File: config.mk
export PLATFORM = sky130hd
export DESIGN_NAME = if_fetch_stage
export DESIGN_NICKNAME = d
export VERILOG_FILES = /design/src/rtl/if_fetch_stage.sv
export SDC_FILE = /design/constraint.sdc
export NUM_CORES = 1
export LEC_CHECK = 0
export BUFFER_PORTS_ARGS = -buffer_cell sky130_fd_sc_hd__buf_2
export CORE_MARGIN = 3
export CORE_UTILIZATION = 40
export DETAILED_ROUTE_END_ITERATION = 8
export GPL_TIMING_DRIVEN = 1
export PLACE_DENSITY_LB_ADDON = 0.3
export RECOVER_POWER = 25
export SYNTH_ARGS = -nofsm -noshare
export SYNTH_HDL_FRONTEND = slang
export SYNTH_SLANG_ARGS = --single-unit
File: constraint.sdc
create_clock -name clk -period 5.4 [get_ports clk]
set_clock_uncertainty 0.2 [all_clocks]
set_input_delay 1.08 -clock clk [delete_from_list [all_inputs] [get_ports clk]]
set_output_delay 1.08 -clock clk [all_outputs]
set_load 0.005 [all_outputs]
File: src/rtl/if_fetch_stage.sv
// ----------------------------------------------------------------------------
// if_fetch_stage
//   Instruction-fetch stage of a 5-stage RV32I pipeline. Owns the PC, presents
//   it to instruction memory and captures the returned word into the IF/ID
//   pipeline register. Supports a load-use stall from the hazard unit and a
//   branch/jump redirect from EX, which squashes the wrong-path fetch by
//   inserting one bubble. Also keeps a delivered-instruction counter and a
//   sticky flag for redirect targets that are not word aligned.
//
// Ports
//   clk, rst            clock (rising edge), synchronous active-high reset
//   stall               hold PC and IF/ID
//   redirect            taken branch/jump; overrides stall, flushes IF/ID
//   redirect_target     new PC (low two bits forced to zero)
//   imem_addr           instruction-memory address (= PC register)
//   imem_rdata          instruction word, combinational read of imem_addr
//   id_pc, id_pc_plus4  PC (and PC+4 link value) of the IF/ID instruction
//   id_instr, id_valid  IF/ID instruction and real-vs-bubble qualifier
//   misalign_err        sticky: a redirect target had [1:0] != 0
//   fetch_count         instructions delivered into IF/ID (wraps)
// ----------------------------------------------------------------------------
module if_fetch_stage #(
    parameter int unsigned       XLEN      = 32,
    parameter logic [XLEN-1:0]   RESET_PC  = '0,
    parameter logic [31:0]       NOP_INSTR = 32'h0000_0013
) (
    input  logic            clk,
    input  logic            rst,
    input  logic            stall,
    input  logic            redirect,
    input  logic [XLEN-1:0] redirect_target,
    output logic [XLEN-1:0] imem_addr,
    input  logic [31:0]     imem_rdata,
    output logic [XLEN-1:0] id_pc,
    output logic [XLEN-1:0] id_pc_plus4,
    output logic [31:0]     id_instr,
    output logic            id_valid,
    output logic            misalign_err,
    output logic [31:0]     fetch_count
);

    localparam int unsigned ILEN = 32;
    localparam int unsigned CNTW = 32;

    localparam logic [XLEN-1:0] PC_STEP  = XLEN'(4);
    localparam logic [CNTW-1:0] CNT_STEP = CNTW'(1);

    // IF/ID pipeline register payload
    typedef struct packed {
        logic [XLEN-1:0] pc;
        logic [XLEN-1:0] pc_plus4;
        logic [ILEN-1:0] instr;
        logic            valid;
    } ifid_t;

    localparam ifid_t IFID_RESET = '{
        pc:       '0,
        pc_plus4: '0,
        instr:    NOP_INSTR,
        valid:    1'b0
    };

    // What the stage does on the coming edge (reset is handled in the flops)
    typedef enum logic [1:0] {
        ACT_ADVANCE  = 2'd0,
        ACT_STALL    = 2'd1,
        ACT_REDIRECT = 2'd2
    } fetch_act_e;

    fetch_act_e      act_c;

    logic [XLEN-1:0] pc_q, pc_d;
    ifid_t           ifid_q, ifid_d;
    logic            misalign_q, misalign_d;
    logic [CNTW-1:0] fetch_count_q, fetch_count_d;

    logic [XLEN-1:0] pc_inc_c;
    logic [XLEN-1:0] target_aligned_c;
    logic            target_misaligned_c;

    // Sequential-PC increment and redirect-target alignment
    always_comb begin
        pc_inc_c            = pc_q + PC_STEP;
        target_aligned_c    = {redirect_target[XLEN-1:2], 2'b00};
        target_misaligned_c = (redirect_target[1:0] != 2'b00);
    end

    // Edge action priority: redirect beats stall beats advance
    always_comb begin
        act_c = ACT_ADVANCE;
        if (redirect) begin
            act_c = ACT_REDIRECT;
        end else if (stall) begin
            act_c = ACT_STALL;
        end
    end

    // Next-state for PC, IF/ID, counter and sticky flag
    always_comb begin
        pc_d          = pc_q;
        ifid_d        = ifid_q;
        misalign_d    = misalign_q;
        fetch_count_d = fetch_count_q;

        case (act_c)
            ACT_ADVANCE: begin
                pc_d            = pc_inc_c;
                ifid_d.pc       = pc_q;
                ifid_d.pc_plus4 = pc_inc_c;
                ifid_d.instr    = imem_rdata;
                ifid_d.valid    = 1'b1;
                fetch_count_d   = fetch_count_q + CNT_STEP;
            end
            ACT_REDIRECT: begin
                // Wrong-path word is dropped; id_pc/id_pc_plus4 keep their
                // last value so only the bubble marking changes.
                pc_d         = target_aligned_c;
                ifid_d.instr = NOP_INSTR;
                ifid_d.valid = 1'b0;
                if (target_misaligned_c) begin
                    misalign_d = 1'b1;
                end
            end
            default: begin
                // ACT_STALL: everything holds
            end
        endcase
    end

    // State registers with synchronous reset
    always_ff @(posedge clk) begin
        if (rst) begin
            pc_q          <= RESET_PC;
            ifid_q        <= IFID_RESET;
            misalign_q    <= 1'b0;
            fetch_count_q <= '0;
        end else begin
            pc_q          <= pc_d;
            ifid_q        <= ifid_d;
            misalign_q    <= misalign_d;
            fetch_count_q <= fetch_count_d;
        end
    end

    // Outputs straight from the registers
    assign imem_addr    = pc_q;
    assign id_pc        = ifid_q.pc;
    assign id_pc_plus4  = ifid_q.pc_plus4;
    assign id_instr     = ifid_q.instr;
    assign id_valid     = ifid_q.valid;
    assign misalign_err = misalign_q;
    assign fetch_count  = fetch_count_q;

endmodule

Yosys cells after proc, flatten, opt, wreduce, memory -nomap -nowiden
Index checks and enable logic that the tools add are counted.
- add/subtract/negate cells: 2
- equal/unequal tests: 1
- reduce and logical (&&, ||, !) cells: 4
- muxes and demuxes: 4
- operator list (cell ; number):
    $pmux 33 s2 ; 1
    $pmux 32 s2 ; 1
    $add 32x1->32 const B ; 1
    $add 32x3->32 const B ; 1
    $reduce_bool 2->1 ; 2
    $eq 2x2->1 const B ; 1
    $logic_not 2->1 ; 1
    $mux 2 ; 1
    $reduce_and 2->1 ; 1
    $mux 1 ; 1
- logic and storage cells: 18
- bits of input ports: 68
- register bits after elaboration: 162
- output and inout port bits: 162

Longest topological paths before layout
- depth in word-level cells: 4
- gate-level depth with buffers: 7
- mapped depth without buffers: 6

Worst setup path before layout
Ideal clock, no wire load.
- kind: input to register
- start point: input redirect
- end point: register fetch_count_q[22], in the netlist fetch_count[22]
- setup slack: 2517 ps
- buffers on the path: 2
- library setup time: 59 ps
- arrival time: 2624 ps
- cell stages on the path: 7
- required time: 5141 ps
- cell sequence: buf_6 -> or3b_1 -> buf_2 -> nor3b_4 -> nand3_2 -> or4_1 -> nand2_1
- longest elaborated chain between the ends: 2
- RTL lines (element ; line ; text):
    from (decl) ; 30 ; input logic redirect,
    $mux 2 ; 91 ; if (redirect) begin
    $logic_not 2->1 ; 105 ; case (act_c)
    to (signal assigned) ; 141 ; fetch_count_q <= fetch_count_d;
    to (decl) ; 75 ; logic [CNTW-1:0] fetch_count_q, fetch_count_d;
No other way between the ends.
A chain may end at the register's enable or synchronous reset.

Worst setup path after layout
- start point: input stall
- end point: register fetch_count_q[22], in the netlist fetch_count[22]
- longest elaborated chain between the ends: 3
- RTL lines (element ; line ; text):
    from (decl) ; 29 ; input logic stall,
    $mux 1 ; 93 ; end else if (stall) begin
    $mux 2 ; 91 ;
    $logic_not 2->1 ; 105 ;
No other way between the ends.

==> impl_metrics.py <==
metrics = {
    "status": {
        "outcome": "finished with violations",
        "violations": "max-capacitance violations, max-slew violations",
    },
    "route": {
        "first_iter_violations": 367,
        "wirelength_mm": 19.2,
        "viasPerCell": 5.09,
        "drc_errors": 0,
        "wl_per_cell_microns": 15.9,
        "drtPass1Iterations": 5,
        "vias": 6138,
        "ant_nets": 0,
    },
    "critical_path": {
        "slowest_delay_ns": 0.69,
        "cp_slowest_cell": "or3b_1",
        "worst-path-max-fanout": 28,
        "cp_num_buf_inv": 1,
        "crit_required_ns": 5.57,
        "crit_path_start_kind": "input port",
        "critPathCaptureType": "register",
        "cp.arrival_ns": 3.46,
        "path_class": "input port to register",
        "cp_top_family": "simple AND/OR/NAND/NOR gates",
        "crit_chain": "clkbuf_1 -> or3b_1 -> nor3b_4 -> nand3_2 -> or4_1 -> nand2_1",
    },
    "sta": {
        "rsz0062_at_grt": "false",
        "period_minus_slack_ns": 3.29,
        "setup_tns_ns": 0,
        "period_share_pct": 60.9,
        "max_freq_ghz": 0.304,
        "relSlewSlack_pct": -2.69,
        "setup_violations": 0,
        "final-max-slew-violation-count": 29,
        "worst_slew_pin_slew_ns": 1.54,
        "hold_violations": 0,
    },
    "floorplan": {
        "io_pins": 230,
        "die_h_microns": 136,
        "num_rows": 46,
        "core_area_sq_mm": 0.0162,
        "dieArea_sq_mm": 0.0185,
        "start_util_pct": 41.7,
        "dieWidth_microns": 136,
    },
    "synth": {
        "avgSynthCellArea_sq_um": 8.55,
        "synth.distinct_cells": 49,
        "yosysTopAreaCell": "dfxtp_1",
        "yosysWarnings": 0,
        "syn_inst": 792,
        "synth_area_sq_mm": 0.00677,
        "yosysSeqAreaShare_pct": 46.1,
        "synth.top_cell.area_share_pct": 46.1,
        "synthTopCellsByArea": "dfxtp_1 (46%), nor2_1 (6.2%), xor2_1 (5.4%), nand2_1 (5.3%), mux2i_1 (5.0%)",
        "synth_flop_cell": "dfxtp_1",
        "synth_edf_count": 0,
        "yosys_register_bits": 156,
        "async_reset_ff_share_pct": 0,
    },
    "place": {
        "portBuffers": 223,
        "dp_hpwl_mm": 13.5,
        "gp_congestion": 0.806,
    },
    "clocking": {
        "path_clk_slew_ns": 0.07,
        "root_buffer": "clkbuf_16",
        "cts_hold_buf": 0,
        "post_cts_resized": 0,
        "clk_latency_ns": 0.43,
        "cts_tree": "yes",
        "clock_path_buffers": 2,
        "ctsHtreeMaxLevel": 4,
        "cts_made_buffers": 17,
        "clock-sinks": 156,
        "cts_setup_buffers": 0,
    },
    "pwr": {
        "seq_power_share_pct": 45.7,
        "sw_frac_of_total_pct": 25.6,
        "p_comb_share_pct": 7.9,
        "switchingPower_w": 0.000701,
        "power.density_mw_per_mm2": 323,
        "p_leak_nw": 3.54,
        "peakVddDrop_mv": 0.215,
        "clockPowerShare_pct": 46.4,
        "cellInternalPower_w": 0.00204,
    },
    "cells_and_area": {
        "antenna_cells": 0,
        "fillers": 1582,
        "fin_util_pct": 52.3,
        "syn_to_final_growth_pct": 25.4,
        "nNetsFinal": 1047,
        "layout-drive-gt1-share_pct": 23.7,
    },
    "global_routing": {
        "track_usage_pct": 20.7,
        "antenna_found_initial": 2,
        "grt_pass1_wl_mm": 30.5,
        "grt_max_degree": 76,
        "first_global_vias": 5847,
        "grt.overflow.total": 0,
    },
    "run": {
        "cap_violations": 1,
    },
    "min_path": {
        "hold_class": "register to register",
    },
}
## cells by family after synthesis
group | count (synthesis) | share of synthesized area (%)
and+or+nand+nor | 320 | 22.6
other | 1 | 0.0554
DFF | 156 | 46.1
AOI/OAI and AO/OA | 126 | 10.8
adders and majority gates | 2 | 0.369
buffers and inverters | 76 | 5.10
xor gates and xnor gates | 77 | 9.96
muxes | 34 | 5.03
## cell usage in the layout (no fill, tap or decap), types with 4 or more instances in the layout
| master | instances |
|---|---|
| nor2_1 | 110 |
| nor3_1 | 13 |
| or3_1 | 9 |
| conb_1 | 6 |
| buf_2 | 181 |
| nand3_1 | 23 |
| clkbuf_16 | 17 |
| nand2_1 | 96 |
| and3_1 | 9 |
| dfxtp_1 | 156 |
| xnor2_1 | 35 |
| inv_6 | 8 |
| buf_4 | 8 |
| mux2i_1 | 34 |
| and4_1 | 5 |
| o21ai_0 | 27 |
| nand4_1 | 25 |
| nor4_1 | 7 |
| clkbuf_1 | 40 |
| a311oi_1 | 4 |
| inv_1 | 7 |
| a211oi_1 | 22 |
| a21oi_1 | 65 |
| xor2_1 | 42 |
## per-stage QoR
stage | hold slack [ns] | power, W | setup slack [ns] | instance area (sq um) | cells
floorplan | 0.242 | 0.00139 | 2.52 | 6790 | 797
detailed placement | 0.237 | 0.00150 | 2.13 | 7920 | 1174
global route | 0.270 | 0.00285 | 1.88 | 8490 | 1206
CTS | 0.251 | 0.00277 | 2.54 | 8540 | 1206
finish | 0.252 | 0.00274 | 2.11 | 8490 | 1206
global placement | 0.230 | 0.00149 | 2.13 | 7920 | 1174
## area by class of cell
class	instances	area (sq um)	area share (%)
sequential	156	3120	36.8
tap	216	270	3.18
multi-input combinational	565	3330	39.2
inverter	7	26.3	0.309
clock buffer	17	425	5.01
clock inverter	15	199	2.34
timing repair buffer	230	1120	13.2
## sequential cells by signal (all words and copies together) (netlist names)
name	cells
fetch_count	32
id_pc_plus4	30
id_pc	30
misalign_err	1
id_instr	32
imem_addr	30
id_valid	1
## tightest hold or removal path: stages, from the launching register on
cell	delay (ns)
dfxtp_1	0.32
inv_1	0.05
a21oi_1	0.05
## worst paths after layout
kind / slack (ns) / depth (start not counted) / endpoint / from
worst min-delay path: 0.25 / 2 / id_valid / id_valid
worst max register to register: 2.50 / 6 / imem_addr[24] / imem_addr[2]
worst min register to register: 0.25 / 2 / id_valid / id_valid
worst max-delay path: 2.11 / 6 / fetch_count[22] / stall
## per-layer routing
metal	global-route usage (%)	up-vias	wire [microns]	share of wire, %
met4	5.71	4	248	1.3
li1	-	3061	-	-
met2	31.2	211	8470	44
met5	0	-	21	0.11
met1	27.9	2840	8900	46
met3	7.51	22	1580	8.2
## cells in the mapped netlist, types with 3 or more instances
master,n
xnor2_1,35
buf_4,6
and4_1,5
buf_1,4
and3_1,9
nand3_1,23
nor2_1,111
buf_2,17
nor4_1,7
or3_1,9
or2_2,3
nor3_1,13
nand4_1,25
nand2_1,96
inv_1,7
dfxtp_1,156
a21oi_1,65
o21ai_0,27
xor2_1,42
a311oi_1,4
clkbuf_1,39
a211oi_1,22
mux2i_1,34
## power by group through the flow
stage | registers, W | clock network [W] | logic [W]
2_1_floorplan | 0.00125 | 0 | 0.000140
3_3_place_gp | 0.00128 | 0 | 0.000219
3_5_place_dp | 0.00128 | 0 | 0.000223
4_1_cts | 0.00125 | 0.00130 | 0.000223
5_1_grt | 0.00126 | 0.00135 | 0.000245
6_report | 0.00125 | 0.00127 | 0.000217
No activity file was read; power rests on OpenSTA's default activity.
